`src/rtl/uart_rx_fifo.sv`:
```
// 16x-oversampling UART receiver (8N1, LSB first) feeding a small first-word
// fall-through FIFO, with framing-error pulse and sticky overflow flag.
module uart_rx_fifo #(
    parameter int CLKS_PER_TICK = 16,
    parameter int DATA_BITS     = 8,
    parameter int FIFO_DEPTH    = 4
) (
    input  logic                 clk,
    input  logic                 reset,
    input  logic                 rx,
    input  logic                 rd_en,
    output logic [DATA_BITS-1:0] data_out,
    output logic                 rx_done,
    output logic                 empty,
    output logic                 full,
    output logic                 frame_err,
    output logic                 overflow
);

    localparam int TICK_W = (CLKS_PER_TICK > 1) ? $clog2(CLKS_PER_TICK) : 1;
    localparam int N_W    = (DATA_BITS > 1) ? $clog2(DATA_BITS) : 1;
    localparam int ADDR_W = $clog2(FIFO_DEPTH);
    localparam int PTR_W  = ADDR_W + 1;

    typedef enum logic [2:0] {
        IDLE      = 3'd0,
        START     = 3'd1,
        DATA      = 3'd2,
        STOP      = 3'd3,
        WAIT_HIGH = 3'd4
    } state_t;

    // ------------------------------------------------------------------
    // Input synchronizer and oversample tick
    // ------------------------------------------------------------------
    logic              rx_meta_reg;
    logic              rx_sync_reg;
    logic [TICK_W-1:0] tick_cnt_reg;
    logic              tick;

    always_ff @(posedge clk or posedge reset) begin
        if (reset) begin
            rx_meta_reg <= 1'b1;
            rx_sync_reg <= 1'b1;
        end else begin
            rx_meta_reg <= rx;
            rx_sync_reg <= rx_meta_reg;
        end
    end

    assign tick = (tick_cnt_reg == TICK_W'(CLKS_PER_TICK - 1));

    always_ff @(posedge clk or posedge reset) begin
        if (reset) begin
            tick_cnt_reg <= '0;
        end else if (tick) begin
            tick_cnt_reg <= '0;
        end else begin
            tick_cnt_reg <= tick_cnt_reg + 1'b1;
        end
    end

    // ------------------------------------------------------------------
    // Receive FSM
    // ------------------------------------------------------------------
    state_t               state_reg, state_next;
    logic [3:0]           s_reg, s_next;
    logic [N_W-1:0]       n_reg, n_next;
    logic [DATA_BITS-1:0] shift_reg, shift_next;
    logic                 byte_valid;
    logic                 stop_err;

    always_ff @(posedge clk or posedge reset) begin
        if (reset) begin
            state_reg <= IDLE;
            s_reg     <= '0;
            n_reg     <= '0;
            shift_reg <= '0;
        end else begin
            state_reg <= state_next;
            s_reg     <= s_next;
            n_reg     <= n_next;
            shift_reg <= shift_next;
        end
    end

    always_comb begin
        state_next = state_reg;
        s_next     = s_reg;
        n_next     = n_reg;
        shift_next = shift_reg;
        byte_valid = 1'b0;
        stop_err   = 1'b0;
        if (tick) begin
            unique case (state_reg)
                IDLE: begin
                    if (!rx_sync_reg) begin
                        state_next = START;
                        s_next     = '0;
                    end
                end
                START: begin
                    // Re-check the line mid start bit so short glitches are dropped.
                    if (s_reg == 4'd7) begin
                        s_next = '0;
                        n_next = '0;
                        state_next = rx_sync_reg ? IDLE : DATA;
                    end else begin
                        s_next = s_reg + 4'd1;
                    end
                end
                DATA: begin
                    if (s_reg == 4'd15) begin
                        s_next                = '0;
                        shift_next            = shift_reg >> 1;
                        shift_next[DATA_BITS-1] = rx_sync_reg;
                        if (n_reg == N_W'(DATA_BITS - 1)) begin
                            n_next     = '0;
                            state_next = STOP;
                        end else begin
                            n_next = n_reg + 1'b1;
                        end
                    end else begin
                        s_next = s_reg + 4'd1;
                    end
                end
                STOP: begin
                    if (s_reg == 4'd15) begin
                        s_next = '0;
                        if (rx_sync_reg) begin
                            byte_valid = 1'b1;
                            state_next = IDLE;
                        end else begin
                            stop_err   = 1'b1;
                            state_next = WAIT_HIGH;
                        end
                    end else begin
                        s_next = s_reg + 4'd1;
                    end
                end
                WAIT_HIGH: begin
                    // A held-low break stays here, so it reports only one error.
                    if (rx_sync_reg) begin
                        state_next = IDLE;
                    end
                end
                default: begin
                    state_next = IDLE;
                end
            endcase
        end
    end

    // ------------------------------------------------------------------
    // Receive FIFO (first-word fall-through, wrap-bit pointers)
    // ------------------------------------------------------------------
    logic [DATA_BITS-1:0] mem [FIFO_DEPTH];
    logic [PTR_W-1:0]     wr_ptr_reg;
    logic [PTR_W-1:0]     rd_ptr_reg;
    logic [ADDR_W-1:0]    wr_addr;
    logic [ADDR_W-1:0]    rd_addr;
    logic                 push_ok;
    logic                 pop;
    logic                 drop;
    logic                 rx_done_reg;
    logic                 frame_err_reg;
    logic                 overflow_reg;

    assign wr_addr = wr_ptr_reg[ADDR_W-1:0];
    assign rd_addr = rd_ptr_reg[ADDR_W-1:0];
    assign empty   = (wr_ptr_reg == rd_ptr_reg);
    assign full    = (wr_ptr_reg[ADDR_W] != rd_ptr_reg[ADDR_W]) && (wr_addr == rd_addr);

    // A simultaneous read frees the slot, so a push into a full FIFO still lands.
    assign push_ok = byte_valid && (!full || rd_en);
    assign drop    = byte_valid && full && !rd_en;
    assign pop     = rd_en && !empty;

    always_ff @(posedge clk) begin
        if (push_ok) begin
            mem[wr_addr] <= shift_reg;
        end
    end

    always_ff @(posedge clk or posedge reset) begin
        if (reset) begin
            wr_ptr_reg    <= '0;
            rd_ptr_reg    <= '0;
            rx_done_reg   <= 1'b0;
            frame_err_reg <= 1'b0;
            overflow_reg  <= 1'b0;
        end else begin
            if (push_ok) begin
                wr_ptr_reg <= wr_ptr_reg + PTR_W'(1);
            end
            if (pop) begin
                rd_ptr_reg <= rd_ptr_reg + PTR_W'(1);
            end
            rx_done_reg   <= push_ok;
            frame_err_reg <= stop_err;
            overflow_reg  <= overflow_reg | drop;
        end
    end

    assign data_out  = empty ? '0 : mem[rd_addr];
    assign rx_done   = rx_done_reg;
    assign frame_err = frame_err_reg;
    assign overflow  = overflow_reg;

endmodule

```
`config.mk`:
```
export PLATFORM = sky130hd
export DESIGN_NAME = uart_rx_fifo
export DESIGN_NICKNAME = d
export VERILOG_FILES = /design/src/rtl/uart_rx_fifo.sv
export SDC_FILE = /design/constraint.sdc
export NUM_CORES = 1
export LEC_CHECK = 0
export BUFFER_PORTS_ARGS = -buffer_cell sky130_fd_sc_hd__buf_2
export CORE_MARGIN = 2
export CORE_UTILIZATION = 55
export DETAILED_ROUTE_END_ITERATION = 10
export HOLD_SLACK_MARGIN = 0.15
export PLACE_DENSITY = 0.81
export REMOVE_ABC_BUFFERS = 1
export SKIP_CTS_REPAIR_TIMING = 1
export SYNTH_ARGS = -nofsm -noshare
export SYNTH_HDL_FRONTEND = slang
export SYNTH_SLANG_ARGS = --single-unit
```
`constraint.sdc`:
```
create_clock -name clk -period 2.2 [get_ports clk]
set_input_delay 0.22 -clock clk [delete_from_list [all_inputs] [get_ports clk]]
set_output_delay 0.22 -clock clk [all_outputs]
set_load 0.03 [all_outputs]
```
==> impl_metrics.json <==
{
  "status": "finished, final reports clean",
  "setup_tns_ns": 0,
  "dp_hpwl_um": 3030,
  "area_growth_pct": 13.4,
  "grt_remaining_overflow": 0,
  "grt_pass1_wl_um": 7710,
  "layout_commonest_cell": "edfxtp_1",
  "pre_cts_slack_ns": 0.106,
  "tightestPinTransition_ns": 0.411,
  "cap_violations": 0,
  "yosys_warnings": 0,
  "worstPathMaxFanout": 8,
  "gp_congestion": 0.764,
  "final_antenna_net_count": 0,
  "required_ns": 2.23,
  "final_cell_mix": "edfxtp_1 (32), dfrtp_1 (31), buf_2 (16)",
  "root_buffer": "clkbuf_8",
  "synthMuxAreaShare_pct": 11.9,
  "antenna_found_initial": 0,
  "clock_path_buffers": 2,
  "power_mw": 2.74,
  "cts.sinks": 65,
  "hold_start": "rd_en",
  "cp.arrival_ns": 2.09,
  "io_pins": 17,
  "core-area_um2": 5070,
  "antenna_cells": 0,
  "ys_async_sr_fraction_pct": 50.8,
  "fin_skew_ns": 0.00553,
  "r2r_end": "mem[1][7]$_DFFE_PP_",
  "seq_area_frac_synth_pct": 62.6,
  "finish.instance_area_um2": 3240,
  "place_area_um2": 3020,
  "synth_compound_area_share_pct": 4.03,
  "holdWs_ns": 0.214,
  "clock_latency_ns": 0.34,
  "synthXorXnorAreaFrac_pct": 2.76,
  "via_per_inst": 5.32,
  "period_needed_ns": 2.06,
  "max_freq_mhz": 486,
  "drtIter0Drc": 119,
  "fin_nets": 230,
  "start_util_pct": 56.3,
  "setup_viol": 0,
  "p_leak_nw": 1.43,
  "synth_top_family_by_area": "simple AND/OR/NAND/NOR gates",
  "worstHoldPathCells": 3,
  "fin_util_pct": 63.9,
  "track_usage_pct": 17.3,
  "finalHoldViolations": 0,
  "placedCellCount": 274,
  "drive_above_1_share_pct": 33.3,
  "hold_path_class": "in -> reg",
  "rows": 26,
  "avgSynthCellArea_um2": 15.0,
  "fp.dieW_um": 76.1,
  "min_to": "rd_ptr_reg[0]$_DFFE_PP0P_",
  "synthCells": 190,
  "post_drt_wl_per_cell_um": 14.8,
  "synthSimpleGateAreaFrac_pct": 12.2,
  "ys.flop_type": "edfxtp_1",
  "synth-edff-count": 32,
  "rsz0062_at_grt": "no",
  "grt_max_degree": 34,
  "cts_made_buffers": 9,
  "synthesis.area_um2": 2860,
  "dr.pass1.iters": 4,
  "ir_worst_vdd_uv": 504,
  "num_vias": 1553,
  "largest_register_ffs": 32,
  "critPathKind": "reg -> reg",
  "finalWirelength_um": 4330,
  "synth_fa_ha_area_share_pct": 3.94,
  "relSlewSlack_pct": 72.6,
  "worst_slack_ns": 0.144,
  "timing.rr.start": "tick_cnt_reg[0]$_DFF_PP0_",
  "dieHeight_um": 76.1,
  "clkSlewWorstSetupHoldPaths_ns": 0.07,
  "portBuffers": 16,
  "drcViolationCount": 0,
  "synthDistinctLibCells": 44,
  "timing.final.crit_share_pct": 93.5,
  "maxSlewViolCount": 0,
  "reg2reg_depth": 5,
  "cts_tree": "done",
  "cp-end-kind": "flop",
  "first_global_vias": 1612,
  "reg2reg_setup_slack_ns": 0.14,
  "layout.cells.non_filler": 292,
  "fp.dieArea_um2": 5790,
  "htreeDepth": 3,
  "power_density_nw_per_um2": 847,
  "ys_seq_elements": 65,
  "critPathLaunchType": "flop"
}
cells in the mapped netlist (2+ instances only):
cell,instances,area [um^2]
o31ai_1,2,15.0
buf_6,2,22.5
nand3b_1,2,15.0
nor3b_1,3,22.5
inv_1,7,26.3
nor4_1,3,18.8
mux2_2,12,135
nand2b_1,2,12.5
dfstp_2,2,52.6
ha_1,9,113
clkbuf_1,3,11.3
mux4_2,8,180
dfrtp_1,31,776
nor2_1,6,22.5
nand3_1,3,15.0
nor2b_1,8,50.1
o21ai_0,5,25.0
a21oi_1,3,15.0
xnor2_1,5,43.8
nor3_1,6,30.0
and2_2,5,37.5
nand2_1,7,26.3
edfxtp_1,32,961
xor2_1,4,35.0
logic make-up (layout without fill, tap and decap cells):
family / count (synthesis) / after routing
AOI/OAI and AO/OA: 17 / 17
xor gates and xnor gates: 9 / 9
adders and majority gates: 9 / 9
buffers and inverters: 14 / 46
DFF: 65 / 65
muxes: 22 / 22
and+or+nand+nor: 54 / 54
final cells by class:
| type | instances | area (um^2) |
|---|---|---|
| clock inverters | 7 | 77.6 |
| well taps | 70 | 87.6 |
| multi-input cells | 111 | 1000 |
| repair buffers | 23 | 138 |
| inverters | 7 | 26.3 |
| fillers | 379 | 1830 |
| clock buffers | 9 | 124 |
| flip-flops and latches | 65 | 1790 |
power breakdown:
part           switching (mW)  internal, mW  leakage (nW)  total (mW)
combinational           0.218         0.177         0.527       0.396
sequential             0.0347          1.31         0.800        1.34
clock                   0.477         0.532         0.100        1.01
metal layers:
layer  track usage (%)  vias to the layer above  part of all wire, %
met2              27.3                       21                   49
met3              4.98                        7                  3.1
met5                 0                        -                    0
li1                  -                      752                    -
met1              23.0                      773                   46
met4              6.55                        0                  1.3
worst max-delay path, cell delays in order (launching register included):
cell,delay [ns]
dfrtp_1,0.40
ha_2,0.25
nand3_4,0.12
or2_4,0.30
nor4b_4,0.35
and2_2,0.33
worst max-delay path by stage:
stage | from | endpoint | slack [ns] | cells after the start
final | tick_cnt_reg[0]$_DFF_PP0_ | mem[1][7]$_DFFE_PP_ | 0.14 | 5
after global routing | tick_cnt_reg[0]$_DFF_PP0_ | mem[2][1]$_DFFE_PP_ | 0.01 | 5
after CTS | tick_cnt_reg[0]$_DFF_PP0_ | mem[0][3]$_DFFE_PP_ | 0.09 | 5
after detailed placement | tick_cnt_reg[0]$_DFF_PP0_ | mem[0][6]$_DFFE_PP_ | 0.11 | 5
after global placement | tick_cnt_reg[0]$_DFF_PP0_ | mem[1][6]$_DFFE_PP_ | 0.17 | 5
after floorplan | rd_ptr_reg[0]$_DFFE_PP0P_ | rd_ptr_reg[1]$_DFFE_PP0P_ | -0.59 | 4
No activity file was read; power rests on OpenSTA's default activity.
